File: config.mk
export PLATFORM = sky130hd
export DESIGN_NAME = stopwatch_ctl
export DESIGN_NICKNAME = d
export VERILOG_FILES = /design/src/rtl/stopwatch_ctl.sv
export SDC_FILE = /design/constraint.sdc
export NUM_CORES = 1
export LEC_CHECK = 0
export BUFFER_PORTS_ARGS = -buffer_cell sky130_fd_sc_hd__buf_4
export CELL_PAD_IN_SITES_DETAIL_PLACEMENT = 2
export CELL_PAD_IN_SITES_GLOBAL_PLACEMENT = 2
export CORE_UTILIZATION = 38
export DETAILED_ROUTE_END_ITERATION = 12
export PLACE_DENSITY = 0.75
export SYNTH_ARGS = -nofsm -noshare
export SYNTH_HDL_FRONTEND = slang
export SYNTH_SLANG_ARGS = --single-unit
File: constraint.sdc
create_clock -name clk -period 7.6 [get_ports clk]
set_input_delay 1.52 -clock clk [delete_from_list [all_inputs] [get_ports clk]]
set_output_delay 1.52 -clock clk [all_outputs]
set_load 0.01 [all_outputs]
File: src/rtl/stopwatch_ctl.sv
// stopwatch_ctl: button-driven run/pause/split sequencer with a tick prescaler
// and a four-digit modulo counter chain feeding the display mux.
`default_nettype none

module stopwatch_ctl #(
   parameter int TICK_DIV = 10_000_000,
   parameter int L0       = 10,
   parameter int L1       = 10,
   parameter int L2       = 6,
   parameter int L3       = 10
) (
   input  logic        clk,
   input  logic        reset_n,
   input  logic        trig,
   input  logic        split,
   input  logic        init,
   output logic        count_en,
   output logic        split_en,
   output logic [15:0] disp,
   output logic        tick,
   output logic        wrap
);

   localparam int            PW        = $clog2(TICK_DIV);
   localparam logic [PW-1:0] PRESC_MAX = PW'(TICK_DIV - 1);

   typedef enum logic [1:0] {
      ST_STOPPED    = 2'd0,
      ST_RUNNING    = 2'd1,
      ST_RUN_SPLIT  = 2'd2,
      ST_STOP_SPLIT = 2'd3
   } state_t;

   state_t        state_q, state_d;
   logic          trig_q, split_q, init_q;
   logic [PW-1:0] presc_q, presc_d;
   logic [15:0]   digits_q, digits_d;
   logic [15:0]   snap_q, snap_d;
   logic          tick_q, tick_d;
   logic          wrap_q, wrap_d;

   logic          trig_ev, split_ev, init_ev;
   logic          run;
   logic          presc_wrap;
   logic [4:0]    inc0, inc1, inc2, inc3;

   // Returns {carry_out, new_digit}; a digit that would reach its limit rolls to 0.
   function automatic logic [4:0] digit_inc(input logic [3:0] val, input logic cin, input int lim);
      logic [4:0] nxt;
      nxt = {1'b0, val} + {4'b0, cin};
      if (int'(nxt) >= lim) begin
         digit_inc = 5'b1_0000;
      end else begin
         digit_inc = nxt;
      end
   endfunction

   assign trig_ev    = trig  & ~trig_q;
   assign split_ev   = split & ~split_q;
   assign init_ev    = init  & ~init_q;
   assign run        = (state_q == ST_RUNNING) || (state_q == ST_RUN_SPLIT);
   assign presc_wrap = run && (presc_q == PRESC_MAX);

   assign inc0 = digit_inc(digits_q[3:0],   presc_wrap, L0);
   assign inc1 = digit_inc(digits_q[7:4],   inc0[4],    L1);
   assign inc2 = digit_inc(digits_q[11:8],  inc1[4],    L2);
   assign inc3 = digit_inc(digits_q[15:12], inc2[4],    L3);

   always_comb begin
      state_d  = state_q;
      presc_d  = presc_q;
      digits_d = digits_q;
      snap_d   = snap_q;
      tick_d   = presc_wrap;
      wrap_d   = inc3[4];

      if (run) begin
         presc_d  = presc_wrap ? '0 : presc_q + PW'(1);
         digits_d = {inc3[3:0], inc2[3:0], inc1[3:0], inc0[3:0]};
      end

      if (init_ev) begin
         state_d  = ST_STOPPED;
         presc_d  = '0;
         digits_d = '0;
         snap_d   = '0;
         tick_d   = 1'b0;
         wrap_d   = 1'b0;
      end else if (trig_ev) begin
         case (state_q)
            ST_STOPPED:    state_d = ST_RUNNING;
            ST_RUNNING:    state_d = ST_STOPPED;
            ST_RUN_SPLIT:  state_d = ST_STOP_SPLIT;
            ST_STOP_SPLIT: state_d = ST_RUN_SPLIT;
            default:       state_d = ST_STOPPED;
         endcase
      end else if (split_ev) begin
         case (state_q)
            ST_RUNNING: begin
               state_d = ST_RUN_SPLIT;
               // Capture the pre-increment count, even when a tick lands on this edge.
               snap_d  = digits_q;
            end
            ST_RUN_SPLIT:  state_d = ST_RUNNING;
            ST_STOP_SPLIT: state_d = ST_STOPPED;
            default:       state_d = state_q;
         endcase
      end
   end

   always_ff @(posedge clk or negedge reset_n) begin
      if (!reset_n) begin
         state_q  <= ST_STOPPED;
         trig_q   <= 1'b0;
         split_q  <= 1'b0;
         init_q   <= 1'b0;
         presc_q  <= '0;
         digits_q <= '0;
         snap_q   <= '0;
         tick_q   <= 1'b0;
         wrap_q   <= 1'b0;
      end else begin
         state_q  <= state_d;
         trig_q   <= trig;
         split_q  <= split;
         init_q   <= init;
         presc_q  <= presc_d;
         digits_q <= digits_d;
         snap_q   <= snap_d;
         tick_q   <= tick_d;
         wrap_q   <= wrap_d;
      end
   end

   assign count_en = run;
   assign split_en = (state_q == ST_RUN_SPLIT) || (state_q == ST_STOP_SPLIT);
   assign disp     = split_en ? snap_q : digits_q;
   assign tick     = tick_q;
   assign wrap     = wrap_q;

endmodule

`default_nettype wire

; Word level (Yosys, flattened, before mapping)
; Cells that the tools add are included.
; W data, S select, Z words.
[totals]
register_bits = 63
input_bits = 5
out_inout_bits = 20
word_cells = 61
[op_classes]
n_addsub = 5
n_lt_le_gt_ge = 4
eq_ne = 5
n_mux = 21
bitwise_logic = 6
n_reduce_logical = 11
[ops]
columns = cell, count
row1 = $mux W16, 7
row2 = $mux W24, 3
row3 = $add A24 B1 Y24 const B, 1
row4 = $eq A24 B24 Y1 const B, 1
row5 = $add A4 B1 Y5, 4
row6 = $mux W5, 4
row7 = $ge A5 B4 Y1 const B, 3
row8 = $pmux W2 S4, 1
row9 = $mux W2, 3
row10 = $pmux W2 S3, 1
row11 = $reduce_bool A2 Y1, 3
row12 = $ge A5 B3 Y1 const B, 1
row13 = $reduce_bool A5 Y1, 1
row14 = $eq A2 B2 Y1 const B, 2
row15 = $and A1 B1 Y1, 3
row16 = $not A1 Y1, 3
row17 = $reduce_and A3 Y1, 1
row18 = $reduce_bool A3 Y1, 1
row19 = $eq A2 B1 Y1 const B, 1
row20 = $logic_not A2 Y1, 1
row21 = $logic_or A1 B1 Y1, 2
row22 = $mux W1, 2
row23 = $ne A2 B1 Y1 const B, 1
row24 = $reduce_and A2 Y1, 1
row25 = $logic_and A1 B1 Y1, 1

; Depth between registers and ports, before layout
; Gate-level depths: netlist of run 1.
[depth]
ltp_word = 17
depth_mapped = 25
mapped_depth_nobuf = 25

; Worst setup path after synthesis of run 1
; OpenSTA, ideal clock, no wires.
[synth_timing]
path_kind = reg2reg
start = reg state_q[0]
end = reg digits_q[15]
setup_ps = 68
arrival_ps = 5817
required_time_ps = 7532
slack_ps = 1715
path_stages_with_launch = 26
path_buffers = 0
period_less_slack_ps = 5885
cell_sequence = dfrtp_1 > inv_1 > ha_1 > and4_1 > nand3_1 > nor2_1 > ha_1 > ha_1 > nand2b_1 > a31oi_1 > nor3_1 > ha_1 > ha_1 > mux2i_1 > a221oi_1 > ha_1 > ha_1 > or3b_2 > mux2i_1 > a2bb2oi_1 > ha_1 > ha_1 > inv_1 > a211oi_1 > a2111oi_0 > a221o_1
[synth_between]
elab_chain_cells = 17
elab_cells_between_ends = 19
classes_between = 4 x add/sub / 4 x order compare / 2 x eq/ne / 6 x mux / 3 x reduce/logical
[synth_lines]
columns = item, line_no
row1 = from (decl), 34  ; state_t state_q, state_d;
row2 = from (signal assigned), 123  ; state_q <= state_d;
row3 = $eq A2 B1 Y1 or $eq A2 B2 Y1 (tied branches), 61  ; assign run = (state_q == ST_RUNNING) || (state_q == ST_RUN_SPLIT);
row4 = $logic_or A1 B1 Y1 (*), 61
row5 = named net count_en, 17  ; output logic count_en,
row6 = $logic_and A1 B1 Y1, 62  ; assign presc_wrap = run && (presc_q == PRESC_MAX);
row7 = $add A4 B1 Y5, 50  ; nxt = {1'b0, val} + {4'b0, cin};
row8 = $ge A5 B4 Y1, 51  ; if (int'(nxt) >= lim) begin
row9 = $mux W5, 51
row10 = $add A4 B1 Y5, 50
row11 = [2 not listed], -
row12 = $add A4 B1 Y5, 50
row13 = $ge A5 B3 Y1, 51
row14 = $mux W5, 51
row15 = $add A4 B1 Y5, 50
row16 = $ge A5 B4 Y1, 51
row17 = $mux W5, 51
row18 = $mux W16, 77  ; if (run) begin
row19 = $mux W16, 82  ; if (init_ev) begin
row20 = to (signal assigned), 128  ; digits_q <= digits_d;
row21 = to (decl), 37  ; logic [15:0] digits_q, digits_d;
; The timed path passes the listed nets; every way through them passes the cells marked *. The select of a mux whose other input is x is not followed.
; A chain may end at the register's enable or synchronous reset.

; Worst setup path in the final report of run 1
[layout_timing]
start = reg state_q[1]
end = reg digits_q[15]
[layout_between]
elab_chain_cells = 17
elab_cells_between_ends = 19
classes_between = 4 x add/sub / 4 x order compare / 2 x eq/ne / 6 x mux / 3 x reduce/logical
[layout_lines]
columns = item, line_no
row1 = $eq A2 B1 Y1 or $eq A2 B2 Y1 (tied branches), 61
row2 = $logic_or A1 B1 Y1 (*), 61
row3 = $logic_and A1 B1 Y1, 62
row4 = $add A4 B1 Y5, 50
row5 = $ge A5 B4 Y1, 51
row6 = $mux W5, 51
row7 = $add A4 B1 Y5, 50
row8 = $ge A5 B4 Y1, 51
row9 = $mux W5, 51
row10 = $add A4 B1 Y5, 50
row11 = $ge A5 B3 Y1, 51
row12 = $mux W5, 51
row13 = $add A4 B1 Y5, 50
row14 = $ge A5 B4 Y1, 51
row15 = $mux W5, 51
row16 = $mux W16, 77
row17 = $mux W16, 82
; Mark *: on every way between the ends. The rest lies on a longest branch, timed or not. The select of a mux whose other input is x is not followed.

==> impl.org, run 1 <==
** Final layout
- The net count of the finished layout is 439.
- The post-route netlist has 15.5% of its cells at a drive strength greater than 1.
- The repair_antennas step left the layout with diodes totalling 0.
- Once layout is complete, the utilization of the core stands at 44.4%.
- The filler cells instantiated in the layout total 1068.
- Summing all flip-flop and latch instances after layout gives 0.00158 mm2.
- From synthesis to final layout, the design area changed by 12.5%.
- In the final layout, the multi-input gates occupy 0.00199 mm2.

** Critical path
- The worst setup path is launched from a register.
- Critical register-to-register path endpoint :: digits_q[15]$_DFFE_PN0P_
- The cell that appears most often on the critical path is ha_1.
- In this run the register-to-register setup slack is 650 ps.
- Following the worst setup path forward leads to its endpoint at digits_q[15]$_DFFE_PN0P_.
- On the worst path, the slowest cell contributes a delay of 670 ps.
- In this run the worst path has a maximum fanout of 21.
- Worst path slowest cell :: a2111oi_1
- Endpoint required time on the critical path :: 7890 ps
- Data arrives at the worst endpoint at 7240 ps.
- Counting cells, the worst reg-to-reg path comes to 26.
- The critical path is of the reg2reg type.
- Critical Path Source :: state_q[1]$_DFFE_PN0P_
- The startpoint identified for the worst register-to-register timing path is state_q[1]$_DFFE_PN0P_.
- Critical path endpoint category :: register

** Detailed routing
- Wire per inst :: 18.7 um
- Total wire length :: 10.4 mm
- The final route contains 3241 vias.
- The detailed router finished its first iteration with 58 violations.
- The count of nets left with antenna violations once routing finished came out at 0.
- Detailed-route vias per instance :: 5.85
- Number of iterations in the first detailed-routing pass :: 4
- For this run, design rule violations remaining after detail routing come to 0.

** STA
- The total count of hold-check failures in the final report is 0.
- Period utilization :: 91.4%
- Setup slack closes at 651 ps.
- Measured against its own limit, the worst slew margin works out to 38.5%.
- Count of final setup violators :: 0
- Actual transition at the worst max-transition pin :: 917 ps
- Number of pins with negative max-slew slack in the final report :: 0
- Setup total negative slack on the finished layout was measured at 0 ps.
- Setup repair after global routing missed its margin :: no
- Post-Route Skew :: 9.33 ps
- Based on the critical path, the design can be clocked at up to 0.144 GHz.
- Subtracting the final worst setup slack from the clock period gives 6950 ps.

** Synthesis
- Number of library cell types mapped by synthesis :: 56
- In this run, synthesis produced a sequential element count of 63.
- The cell area that synthesis handed to floorplanning was 0.00369 mm2.
- Average cell area after synthesis :: 9.19 um2
- After synthesis, the share of flip-flops with an asynchronous set or reset is 100%.
- Main combinational cell family by area after synthesis :: simple AND/OR/NAND/NOR gates
- Register area share after synthesis :: 42.8%
- The portion of synthesized area spent on multiplexers is 4.79%.
- Count of flip-flops with a built-in enable after synthesis :: 0
- The most used flip-flop cell after synthesis is dfrtp_1.
- The synthesized netlist devotes 19.8% of its cell area to compound gates.
- Number of warnings printed during yosys synthesis :: 0
- Of the total synthesized cell area, the portion taken by full adders, half adders and majority gates is 4.75%.
- Post-synthesis simple-gate area fraction :: 23.1%
- Xor-xnor portion of the synthesized cell area :: 1.43%
- Synth Instances :: 401
- Post-Synthesis Net Count :: 420

** GRT
- The first global-routing pass estimated 17.4 mm of wire.
- Tot GR Track Use :: 22.3%
- The via count of the first global-routing pass is 3390.
- Entering global routing, the biggest net connects 64 pins.
- Global-route congestion overflow total :: 0
- The initial antenna violation count is 0.

** Clock network
- Counting along the longest clock path gives a buffer depth of 2.
- CTS tree :: yes
- Maximum level of the CTS H-tree :: 3
- Worst-skew pair later-pin latency :: 340 ps
- Buffer count from post-CTS setup fixing :: 0
- Total CTS buffers :: 9
- Master cell of the clock root buffer :: clkbuf_8
- CTS saw 63 sinks.
- Worst-path clk slew :: 80 ps

** Die
- Starting density of the core :: 39.5%
- Die outline area :: 0.0101 mm2
- Number of cell rows :: 35
- Core area :: 0.00933 mm2
- The floorplan step set the die height to 100 um.
- Die boundary width :: 100 um
- Pin placement for this block handled 25 I/O pins.

** Run
- Max-cap violations in this run came to 0.

** Power and ir drop
- Post-layout total power :: 0.839 mW
- For this design the ratio of total power to cell area is 203 mW/mm2.
- Static Leakage :: 1.80 nW
- Worst ir drop on vdd :: 82.4 uV

** Place
- Placed wire-length estimate :: 7.13 mm
- The congestion estimate from routability-driven global placement came to 0.783.
- Before CTS, the worst setup slack after placement is 610 ps.
- Number of port buffers :: 24

** Min path
- Path type of the worst min-delay path :: reg2reg

** Outcome
- Result of the run :: finished clean
cell usage in the layout, fill, tap and decap left out, types with 3 or more instances in the layout:
cell,synthesis,final
clkbuf_8,0,9
nor4b_1,3,3
a2bb2oi_1,4,4
nor2_1,17,17
mux2i_1,3,3
ha_1,14,14
nor4_1,3,3
nor2b_1,5,4
a32oi_1,4,4
a21oi_1,35,35
or2_2,3,3
a31oi_1,4,4
o31ai_1,5,5
or3_1,8,8
nand2_1,60,60
o2111ai_1,5,5
nand2b_1,6,6
xor2_1,4,4
and3_1,9,9
inv_1,13,13
and2_1,4,4
nand4_1,8,8
buf_4,0,27
a22o_1,7,7
dfrtp_1,63,63
mux2_2,13,13
nand3_1,16,16
o21ai_0,23,22
nor3_1,5,5
and3b_1,4,4
o211ai_1,5,5
cells in the mapped netlist, types with 2 or more instances:
library cell	count	area share (%)
nand2b_1	6	1.0
buf_2	3	0.41
a31oi_1	4	0.68
clkbuf_1	14	1.4
or2_2	3	0.51
o31ai_1	5	1.0
xor2_1	4	0.95
dfrtp_1	63	43
a22oi_1	2	0.41
ha_1	14	4.8
and2_1	4	0.68
nor2_1	17	1.7
and3_1	9	1.5
buf_1	2	0.20
a32oi_1	4	0.95
or3_1	8	1.4
o21ai_0	23	3.1
o211ai_1	5	1.0
o32ai_1	2	0.48
mux2_2	13	4.0
and3b_1	4	0.95
nor4b_1	3	0.71
nor3_1	5	0.68
nand3_1	16	2.2
nand2_1	60	6.1
mux2i_1	3	0.81
xnor2_1	2	0.48
inv_1	13	1.3
a2bb2oi_1	4	0.95
a21oi_1	35	4.8
o2111ai_1	5	1.2
or4_1	2	0.41
a22o_1	7	1.7
or4_4	2	0.61
nor2b_1	5	0.85
nand4_1	8	1.4
nor4_1	3	0.51
kinds of logic after synthesis:
group,count (synthesis)
simple gates,161
compound gates,109
flops,63
buf+inv,32
mux,16
fa+ha+maj,14
xor+xnor,6
registers in the layout (all words and copies together) (netlist names):
register / count
digits_q: 16
trig_q: 1
init_q: 1
presc_q: 24
tick: 1
wrap: 1
state_q: 2
snap_q: 16
split_q: 1
layer usage:
metal	GRT usage, %	vias up	wire, um
met4	7.69	0	148
li1	-	1514	-
met5	0	-	0
met2	39.8	38	5200
met1	27.8	1676	4780
met3	2.70	13	226
stage by stage:
| stage | hold WS (ps) | cells | area, um2 |
|---|---|---|---|
| after global placement | 487 | 538 | 3980 |
| after floorplan | 467 | 401 | 3690 |
| after CTS | 529 | 554 | 4140 |
| final | 522 | 554 | 4150 |
| after global routing | 550 | 554 | 4150 |
| after detailed placement | 513 | 538 | 3980 |
worst min-delay path by stage:
stage | from | end | slack (ps) | cells past startpoint
after floorplan | presc_q[1]$_DFFE_PN0P_ | presc_q[1]$_DFFE_PN0P_ | 470 | 2
final | snap_q[1]$_DFFE_PN0P_ | snap_q[1]$_DFFE_PN0P_ | 520 | 2
after global placement | presc_q[1]$_DFFE_PN0P_ | presc_q[1]$_DFFE_PN0P_ | 490 | 2
after global routing | snap_q[1]$_DFFE_PN0P_ | snap_q[1]$_DFFE_PN0P_ | 550 | 2
after detailed placement | presc_q[1]$_DFFE_PN0P_ | presc_q[1]$_DFFE_PN0P_ | 510 | 2
after CTS | snap_q[5]$_DFFE_PN0P_ | snap_q[5]$_DFFE_PN0P_ | 530 | 2
final cells by class:
type / instances / area share, %
clock inverter: 5 / 0.845
clock buffer: 11 / 3.17
inverter: 13 / 1.18
multi-input combinational: 306 / 48.0
timing repair buffer: 27 / 4.89
tap: 129 / 3.89
sequential: 63 / 38.0
what timing repair did:
action / CTS / global route
endpoints found under the setup margin: 0 / 1
hold buffers: 0 / 0
resized for setup: 0 / 1
power by group:
part | switching, mW | internal [mW] | total [mW]
Combinational | 0.123 | 0.0717 | 0.194
Clock | 0.141 | 0.119 | 0.260
Sequential | 0.0314 | 0.354 | 0.386
critical path: cells and delay by family (launching register included):
family,cells,cell delay [ps]
and+or+nand+nor,6,1270
AOI/OAI and AO/OA,6,1950
DFF,1,420
muxes,2,260
adders and majority gates,9,2530
buffers and inverters,3,420
Note: power is estimated with default switching activity, not from simulation.
==> inputs of run 2 (changes only) <==
==> constraint.sdc (replaced) <==
create_clock -name clk -period 7.8 [get_ports clk]
set_input_delay 1.56 -clock clk [delete_from_list [all_inputs] [get_ports clk]]
set_output_delay 1.56 -clock clk [all_outputs]
set_load 0.01 [all_outputs]
==> run 2 against run 1 <==
Power decreased by 3.0%; cell area about the same; non-clock buffer count stayed put; via count is 1.5% lower; sequential power shrank 3%; hold slack worse by 1.7 ps; first-iteration DRC count is 28% lower; highest routed layer unchanged; sequential share of layout area about the same; clock skew is 1.6 ps higher; critical path depth unchanged; utilization barely moved.
==> impl.org, run 2 (synthesized netlist as in run 1, its figures left out) <==
** STA
- Setup repair after global routing missed its margin :: no (unchanged)
- The relative slew slack came to 38.3% (was 38.5%).
- Post-Route Skew :: 10.9 ps (was 9.33 ps)
- Summed negative setup slack over all endpoints :: 0 ps (unchanged)
- Timing-limited maximum frequency :: 0.142 GHz (was 0.144 GHz)
- The count of endpoints failing setup in the final report was 0 (unchanged).
- The number of slew-limit violations in the final report came to 0 (unchanged).
- The total count of hold-check failures in the final report was 0 (unchanged).
- The final worst-path cycle share is 90.1% (was 91.4%).
- Crit path setup slack, layout :: 776 ps (was 651 ps)
- The measured slew at the worst slew-check pin is 920 ps (was 917 ps).
- The minimum period implied by the final worst setup slack came to 7020 ps (was 6950 ps).

** Detailed routing
- Post-route antenna net violation count :: 0 (unchanged)
- The detailed-routing iteration count for the pre-antenna-repair pass was 4 (unchanged).
- Wire per inst :: 18.4 um (was 18.7 um)
- The number of remaining DRC errors is 0 (unchanged).
- The post-detailed-routing wire length came to 10.2 mm (was 10.4 mm).
- Detailed-route vias per instance :: 5.76 (was 5.85)
- Number of DRC violations after detailed-routing iteration 0 :: 42 (was 58)
- Vias :: 3191 (was 3241)

** Final layout
- The area used by multi-input combinational logic was 0.00199 mm2 (about the same).
- The commonest non-fill, non-tap cell in the layout is dfrtp_1 (unchanged).
- Fraction of layout instances using a drive strength above 1 :: 15.5% (unchanged)
- # diodes :: 0 (unchanged)
- The register area is 0.00158 mm2 (unchanged).
- Register containing the most flip-flops in the final layout :: presc_q (unchanged)
- Net count reported at finish :: 439 (unchanged)
- Utilization of the core after routing :: 44.4% (about the same)
- Non-filler cells, final :: 554 (unchanged)
- Filler Cell Count :: 1067 (was 1068)
- The final instance area is 0.00414 mm2 (was 0.00415 mm2).
- Area delta synth->final :: 12.4% (was 12.5%)
- Largest registers ranked by flip-flop count: presc_q x24, digits_q x16, snap_q x16 (unchanged).
- Largest register FFs :: 24 (unchanged)
- Commonest cells after routing, fill and taps aside :: 63 x dfrtp_1, 60 x nand2_1, 35 x a21oi_1 (unchanged)

** Min path
- Hold Path Depth :: 2 (unchanged)
- The classification of the worst-slack hold path is reg2reg (unchanged).

** Clock network
- The maximum buffer depth of the clock tree was 2 (unchanged).
- The post-cts sizing count was 0 (unchanged).
- Quantity of hold-fixing buffers added after cts :: 0 (unchanged)
- The number of buffers inserted during clock tree synthesis is 9 (unchanged).
- Number of clock sinks seen by CTS :: 63 (unchanged)
- Maximum level of the CTS H-tree :: 3 (unchanged)
- The CTS tree is yes (unchanged).
- The clock root buffer master is clkbuf_8 (unchanged).
- The clock latency on the worst-skew pair was 350 ps (was 340 ps).
- Buffer count from post-CTS setup fixing :: 0 (unchanged)
- The clock transition at the registers of the reported paths came to 80 ps (about the same).

** Critical path
- The length in cells of the worst reg-to-reg path came to 26 (unchanged).
- The cell type group with the largest total delay on the critical path is adder cells (unchanged).
- The type of element capturing the critical path is a register (unchanged).
- Kind of launch point of the worst setup path :: register (unchanged)
- Reg-to-Reg Start :: state_q[1]$_DFFE_PN0P_ (unchanged)
- Reg-to-reg slack, setup :: 780 ps (was 650 ps)
- The capturing element of the worst setup path is digits_q[15]$_DFFE_PN0P_ (unchanged).
- The cell with the most instances on the worst path is ha_1 (unchanged).
- The count of buffer and inverter cells on the critical path was 3 (unchanged).
- The required time at the worst-slack endpoint is 8090 ps (was 7890 ps).
- The count of cell instances traversed by the critical path was 26 (unchanged).
- Critical register-to-register path endpoint :: digits_q[15]$_DFFE_PN0P_ (unchanged)
- The critical setup path kind is reg2reg (unchanged).
- The master of the slowest instance on the critical path is a2111oi_0 (was a2111oi_1).
- The beginning of the critical path is state_q[1]$_DFFE_PN0P_ (unchanged).
- Highest fanout seen on the critical path :: 21 (unchanged)
- Worst EP arrival :: 7310 ps (was 7240 ps)
- The highest cell delay on the worst timing path came to 780 ps (was 670 ps).

** Die
- Die Height :: 100 um (unchanged)
- Die boundary width :: 100 um (unchanged)
- The area inside the core boundary was 0.00933 mm2 (unchanged).
- The standard-cell row count is 35 (unchanged).
- The area of the die was 0.0101 mm2 (unchanged).
- The starting utilization of the core area is 39.5% (unchanged).
- I/O pin total :: 25 (unchanged)

** GRT
- The overall track demand over capacity in global routing was 22.2% (was 22.3%).
- Global-route congestion overflow total :: 0 (unchanged)
- Global-route wire length before repair :: 17.3 mm (was 17.4 mm)
- Maximum number of pins on one net before global-route repair :: 64 (unchanged)
- Number of global-route vias before repair :: 3335 (was 3390)
- Initial antenna violation count :: 0 (unchanged)

** Place
- The placed wire-length estimate after detailed placement was 7.12 mm (was 7.13 mm).
- Number of port buffers :: 24 (unchanged)
- Pre-CTS worst setup slack :: 825 ps (was 610 ps)
- Placement-stage cell area :: 0.00398 mm2 (unchanged)
- The count of placed standard cells including taps was 538 (unchanged).
- Routability cong. :: 0.783 (unchanged)

** Power and ir drop
- The peak supply drop was 97.8 uV (was 82.4 uV).
- Total power divided by cell area :: 197 mW/mm2 (was 203 mW/mm2)
- The static leakage power is 1.80 nW (about the same).

** Run
- Max capacitance violation total :: 0 (unchanged)

** Outcome
- Result of the run: finished clean (unchanged).
==> run 2: worst min path at each step <==
stage / from / to / slack (ps)
CTS: presc_q[1]$_DFFE_PN0P_ / presc_q[1]$_DFFE_PN0P_ / 530
global placement: presc_q[1]$_DFFE_PN0P_ / presc_q[1]$_DFFE_PN0P_ / 490
floorplan: presc_q[1]$_DFFE_PN0P_ / presc_q[1]$_DFFE_PN0P_ / 470
global route: snap_q[1]$_DFFE_PN0P_ / snap_q[1]$_DFFE_PN0P_ / 550
detailed placement: presc_q[1]$_DFFE_PN0P_ / presc_q[1]$_DFFE_PN0P_ / 510
finish: presc_q[1]$_DFFE_PN0P_ / presc_q[1]$_DFFE_PN0P_ / 520
==> run 2: through the flow <==
| step | power, mW | hold slack (ps) |
|---|---|---|
| finish | 0.815 | 521 |
| global route | 0.863 | 550 |
| CTS | 0.829 | 528 |
| detailed placement | 0.572 | 512 |
| global placement | 0.566 | 487 |
| floorplan | 0.497 | 467 |
==> run 2: cell type report <==
cell class | count | area share, %
clock inverter | 5 | 0.845
inverter | 13 | 1.18
multi-input combinational | 306 | 48.0
clock buffer | 11 | 3.17
sequential | 63 | 38.0
timing repair buffer | 27 | 4.89
tap | 129 | 3.89
==> run 2: power breakdown <==
group / internal, mW / total [mW] / switching (mW)
sequential: 0.345 / 0.375 / 0.0301
clock: 0.115 / 0.252 / 0.137
combinational: 0.0695 / 0.187 / 0.118
total: 0.530 / 0.815 / 0.285
==> run 2: metal layers <==
| metal | up-vias | global-route usage (%) | part of all wire (%) | wire [um] |
|---|---|---|---|---|
| li1 | 1515 | - | - | - |
| met1 | 1636 | 27.8 | 47 | 4770 |
| met2 | 29 | 39.8 | 51 | 5160 |
| met3 | 11 | 2.77 | 1.6 | 160 |
| met4 | 0 | 6.69 | 1.1 | 110 |
| met5 | - | 0 | 0 | 0 |
==> run 2: worst min-delay path: stages (launching register included) <==
cell and delay (ps):
dfrtp_1 360, nand2_1 60, o21ai_0 70
